**src/rtl/collision_matrix_controller.sv**
```systemverilog
// N-object pairwise overlap detector: per-pair once-per-frame hit pulses with frame cooldown,
// plus per-frame hit summaries for the game FSM.
module collision_matrix_controller #(
    parameter int                         N_OBJ           = 6,
    parameter logic [N_OBJ*N_OBJ-1:0]     PAIR_EN         = {N_OBJ*N_OBJ{1'b1}},
    parameter int                         COOLDOWN_FRAMES = 0,
    parameter int                         CNT_W           = 8
) (
    input  logic                   clk,
    input  logic                   resetN,
    input  logic                   startOfFrame,
    input  logic [N_OBJ-1:0]       drawing_request,
    input  logic [N_OBJ*N_OBJ-1:0] pair_mask,
    output logic                   collision,
    output logic [N_OBJ*N_OBJ-1:0] pair_hit_pulse,
    output logic                   SingleHitPulse,
    output logic [N_OBJ*N_OBJ-1:0] pair_frame_flag,
    output logic [CNT_W-1:0]       hits_last_frame
);

    localparam int         NP      = N_OBJ * N_OBJ;
    localparam int         SUM_W   = CNT_W + 8;
    localparam logic [7:0] CD_LOAD = 8'(COOLDOWN_FRAMES);
    localparam logic [SUM_W-1:0] CNT_MAX = {{8{1'b0}}, {CNT_W{1'b1}}};

    logic [NP-1:0]    r_seen;
    logic             r_frame_hit;
    logic [CNT_W-1:0] r_cnt;
    logic [7:0]       r_cd [NP];

    logic [NP-1:0]    w_raw;
    logic [NP-1:0]    w_pulse;
    logic [SUM_W-1:0] w_pop;
    logic [SUM_W-1:0] w_sum;
    logic [CNT_W-1:0] w_cnt_next;
    logic             w_unused_mask;

    // Only the upper triangle (i<j) of the matrix carries a pair.
    // NOTE: every always_comb output gets a default first so no latch is inferred.
    always_comb begin
        w_raw = '0;
        for (int i = 0; i < N_OBJ; i++) begin
            for (int j = i + 1; j < N_OBJ; j++) begin
                w_raw[i*N_OBJ+j] = drawing_request[i] & drawing_request[j]
                                 & PAIR_EN[i*N_OBJ+j] & pair_mask[i*N_OBJ+j];
            end
        end
    end

    always_comb begin
        w_pulse = '0;
        w_pop   = '0;
        for (int p = 0; p < NP; p++) begin
            w_pulse[p] = w_raw[p] & ~r_seen[p] & (r_cd[p] == 8'd0);
            w_pop      = w_pop + SUM_W'(w_pulse[p]);
        end
    end

    assign w_sum      = SUM_W'(r_cnt) + w_pop;
    assign w_cnt_next = (w_sum > CNT_MAX) ? {CNT_W{1'b1}} : w_sum[CNT_W-1:0];

    // Lower-triangle mask bits have no pair behind them.
    assign w_unused_mask = ^pair_mask;

    // NOTE: sequential state uses non-blocking assignments only, so every register
    // in this block sees the pre-edge values of its neighbours.
    always_ff @(posedge clk or negedge resetN) begin
        if (!resetN) begin
            collision       <= 1'b0;
            pair_hit_pulse  <= '0;
            SingleHitPulse  <= 1'b0;
            pair_frame_flag <= '0;
            hits_last_frame <= '0;
            r_seen          <= '0;
            r_frame_hit     <= 1'b0;
            r_cnt           <= '0;
            // NOTE: the cooldown array is reset explicitly; a stale count after
            // reset would silently swallow the first hit.
            for (int p = 0; p < NP; p++) r_cd[p] <= 8'd0;
        end else begin
            collision      <= |w_raw;
            pair_hit_pulse <= w_pulse;
            SingleHitPulse <= (|w_pulse) & ~r_frame_hit;

            // A fresh pulse reloads the cooldown even on the frame-start cycle.
            for (int p = 0; p < NP; p++) begin
                if (w_pulse[p])
                    r_cd[p] <= CD_LOAD;
                else if (startOfFrame && r_cd[p] != 8'd0)
                    r_cd[p] <= r_cd[p] - 8'd1;
            end

            if (startOfFrame) begin
                pair_frame_flag <= r_seen | w_raw;
                hits_last_frame <= w_cnt_next;
                r_seen          <= '0;
                r_frame_hit     <= 1'b0;
                r_cnt           <= '0;
            end else begin
                r_seen <= r_seen | w_raw;
                r_cnt  <= w_cnt_next;
                if (|w_pulse) r_frame_hit <= 1'b1;
            end
        end
    end

endmodule

```
**config.mk**
```make
export PLATFORM = sky130hd
export DESIGN_NAME = collision_matrix_controller
export DESIGN_NICKNAME = d
export VERILOG_FILES = /design/src/rtl/collision_matrix_controller.sv
export SDC_FILE = /design/constraint.sdc
export NUM_CORES = 1
export LEC_CHECK = 0
export CORE_MARGIN = 5
export CORE_UTILIZATION = 50
export DETAILED_ROUTE_END_ITERATION = 8
export GPL_ROUTABILITY_DRIVEN = 1
export GPL_TIMING_DRIVEN = 0
export PLACE_DENSITY_LB_ADDON = 0.05
export REMOVE_ABC_BUFFERS = 1
export SYNTH_ARGS = -nofsm -noshare
export SYNTH_HDL_FRONTEND = slang
export SYNTH_SLANG_ARGS = --single-unit
```
**constraint.sdc**
```tcl
create_clock -name clk -period 14.16 [get_ports clk]
set_input_delay 2.124 -clock clk [delete_from_list [all_inputs] [get_ports clk]]
set_output_delay 2.124 -clock clk [all_outputs]
set_load 0.05 [all_outputs]
```
==> flow_summary_export.csv <==
group,metric,value,unit
run_status,status,"complete, no violations",
logic_synthesis,ys_seq_elements,184,
sta,finClkSkew,0.00531,ns
pwr,pwr_density_cell,130,mW/mm²
pwr,power.leakage,5.20,nW
global_route,use_met2,0.314,
global_route,busiest_layer,"met2",
die,die-area,0.0207,mm²
route,via_count,6323,
route,detail-route-antenna-nets,0,
logic_synthesis,yosysWarnings,0,
run,cap_violations,0,
die,die_y,144,µm
die,io_pins,127,
finish,nFillCells,1538,
sta,relSlewSlack,0.245,
sta,fmax,131,MHz
finish,drive_gt1_frac,0.0577,
sta,fin_ws,6.51,ns
logic_synthesis,syn_avg_cell_area,10.2,µm²
global_route,grt_use_met1,0.249,
pwr,clkPwrFrac,0.333,
critical_path,endpoint_kind,"flip-flop",
route,drc,0,
clock_network,post_cts_buffers,0,
route,dr.first_iter.drc_count,339,
logic_synthesis,syn_inst,876,
clock_network,holdBufCountCts,0,
logic_synthesis,synth-seq-area-share,0.513,
pwr,ir_drop,93.5,µV
sta,tightest_slew,1.12,ns
die,start_util,0.503,
placed_design,numPortBuffers,63,
global_route,met3_usage,0.0463,
route,viasPerCell,5.35,
clock_network,clkTransAtPathRegs,0.07,ns
clock_network,cts_tree,"done",
clock_network,cts_buffer_depth,2,
pwr,p_int,0.000919,W
critical_path,crit_fanout,11,
min_path,hp-class,"flip-flop to flip-flop",
pwr,power_switching,0.000418,W
logic_synthesis,ys_async_sr_fraction,1.00,
clock_network,root_buffer,"clkbuf_16",
die,core,0.0178,mm²
sta,slew_viol_final,0,
sta,setup_viol,0,
clock_network,cts_resized,0,
finish,nets,1031,
pwr,combPwrFrac,0.204,
route,first_pass_iters,4,
critical_path,required,14.51,ns
placed_design,place_hpwl,13.7,mm
clock_network,clock_sinks,184,
sta,whs,0.452,ns
pwr,pwr-share-seq,0.463,
logic_synthesis,syn-cell-area,0.00897,mm²
die,die_w,144,µm
placed_design,place_ws,6.12,ns
critical_path,crit_arrival,8.00,ns
die,placementRows,49,
critical_path,start_kind,"primary input",
pwr,swShare,0.313,
sta,hold_viol_final,0,
global_route,antenna_found_initial,0,
global_route,grt_max_degree,113,
critical_path,criticalPathCategory,"primary input to flip-flop",
clock_network,cts-buffers-inserted,17,
sta,timing.final.crit_period,7.65,ns
logic_synthesis,ys_types,57,
sta,post-route-period-util,0.540,
global_route,track_usage,0.191,
finish,antenna_cells,0,
logic_synthesis,synth_edf_count,0,
global_route,first_global_vias,6548,
route,routed_wl,19.0,mm
finish,area_growth,14.4,%
sta,grt_setup_unrepaired,"false",
global_route,grt-ovfl-total,0,
global_route,grt_pass1_wl,31.2,mm
placed_design,gp_congestion,0.819,
logic_synthesis,synth_flop_cell,"dfrtp_1",
clock_network,h-tree-depth,4,
clock_network,clock_insertion_delay_worst_skew,0.42,ns
route,routedWlPerCell,16.0,µm
sta,finalSetupTns,0,ns
## through the flow
step	utilization	power (W)	instances	cell area [µm²]
after floorplan	-	0.000806	857	8740
after global placement	0.541	0.000891	1149	9650
after detailed placement	0.544	0.000902	1151	9710
after CTS	0.575	0.00135	1182	10300
after global routing	0.575	0.00141	1182	10300
final	0.575	0.00134	1182	10300
## routing by layer
layer / vias up / wire (µm)
met5: - / 0
li1: 3064 / -
met3: 37 / 884
met2: 149 / 9170
met1: 3073 / 8410
met4: 0 / 497
## placed cells by master (no fill, tap or decap), types with 4 or more instances in the layout
master	count
or4b_1	4
xnor2_1	19
a21oi_1	29
a21o_1	4
nand2_1	69
nand3_1	28
nand2b_1	12
fa_1	11
conb_1	42
or4_1	13
or4_4	4
xor2_1	48
nor4_1	27
clkbuf_16	17
clkinvlp_4	4
ha_1	34
o21ai_0	50
inv_1	62
or3_1	16
dfrtp_1	184
mux2i_1	4
clkdlybuf4s50_1	61
nor2_1	86
o31ai_1	13
nor3_1	31
a31oi_1	17
## flip-flops by register name (all words and copies together), names as in the netlist
signal	count
r_cd	120
pair_frame_flag	15
pair_hit_pulse	15
r_seen	15
hits_last_frame	8
r_cnt	8
SingleHitPulse	1
collision	1
r_frame_hit	1
## cells in the mapped netlist, drive strengths merged (2+ instances only)
| cell | count | share of area |
|---|---|---|
| o21ai | 50 | 0.028 |
| buf | 50 | 0.039 |
| nand2b | 12 | 0.0084 |
| nor3 | 33 | 0.020 |
| nor2b | 3 | 0.0021 |
| ha | 34 | 0.047 |
| a21oi | 30 | 0.017 |
| nand4b | 3 | 0.0029 |
| nand4 | 2 | 0.0014 |
| and3 | 3 | 0.0021 |
| and2 | 3 | 0.0021 |
| o31ai | 13 | 0.011 |
| nor4b | 2 | 0.0036 |
| nand2 | 69 | 0.029 |
| o211ai | 2 | 0.0017 |
| dfrtp | 184 | 0.51 |
| o21a | 3 | 0.0025 |
| nor2 | 86 | 0.036 |
| o41ai | 3 | 0.0029 |
| a31oi | 17 | 0.012 |
| xor2 | 48 | 0.047 |
| xnor2 | 19 | 0.019 |
| or2 | 4 | 0.0028 |
| or4 | 17 | 0.016 |
| or3 | 17 | 0.012 |
| a22o | 2 | 0.0020 |
| or4b | 5 | 0.0056 |
| fa | 11 | 0.025 |
| nand3 | 28 | 0.016 |
| mux2 | 2 | 0.0025 |
| clkbuf | 10 | 0.0042 |
| mux2i | 4 | 0.0045 |
| or3b | 2 | 0.0020 |
| inv | 62 | 0.026 |
| a21o | 5 | 0.0043 |
| nor4 | 29 | 0.022 |
## cells by family (layout without fill, tap and decap cells)
kind of cell / after synthesis / in the layout / synth area share
compound gates: 131 / 131 / 0.0871
xor+xnor: 67 / 67 / 0.0654
fa+ha+maj: 45 / 45 / 0.0720
buf+inv: 122 / 158 / 0.0689
flops: 184 / 184 / 0.513
mux: 6 / 6 / 0.00698
other cells: 1 / 42 / 0.000418
simple gates: 320 / 320 / 0.186
## power groups by stage
stage	clock (W)	sequential (W)	combinational (W)
after CTS	0.000457	0.000619	0.000277
after global routing	0.000481	0.000627	0.000304
after global placement	0	0.000626	0.000265
after floorplan	0	0.000663	0.000143
after detailed placement	0	0.000627	0.000275
final	0.000446	0.000619	0.000272
## layout make-up
class,count,area (µm²),area share
clock buffer,20,447,0.0435
tap,229,287,0.0279
inverter,62,233,0.0227
clock inverter,11,101,0.00988
timing repair buffer,65,688,0.0671
multi-input combinational,611,3900,0.380
sequential,184,4600,0.449
## critical path, cell delays in order
cell and delay [ns]:
clkdlybuf4s50_1 0.81, nand3_1 0.22, nor4_1 0.89, inv_1 0.14, fa_1 0.56, fa_1 0.45, fa_1 0.56, fa_1 0.43
inv_1 0.07, ha_1 0.17, inv_1 0.06, fa_1 0.40, nor2b_1 0.13, o21a_1 0.15, o21a_1 0.18, o2111ai_1 0.25
and2_1 0.28, a21oi_1 0.14
## path summary, 6_finish.rpt
kind | start | end | slack (ns) | cells past startpoint
max | drawing_request[1] | hits_last_frame[1] | 6.51 | 18
min | r_frame_hit | SingleHitPulse | 0.45 | 1
max reg2reg | r_cd[104] | hits_last_frame[1] | 7.87 | 20
min reg2reg | r_frame_hit | SingleHitPulse | 0.45 | 1
max in group asynchronous | resetN | r_cd[208] | 11.60 | 2
min in group asynchronous | resetN | r_cd[163] | 1.64 | 1
No activity file was read; power rests on OpenSTA's default activity.
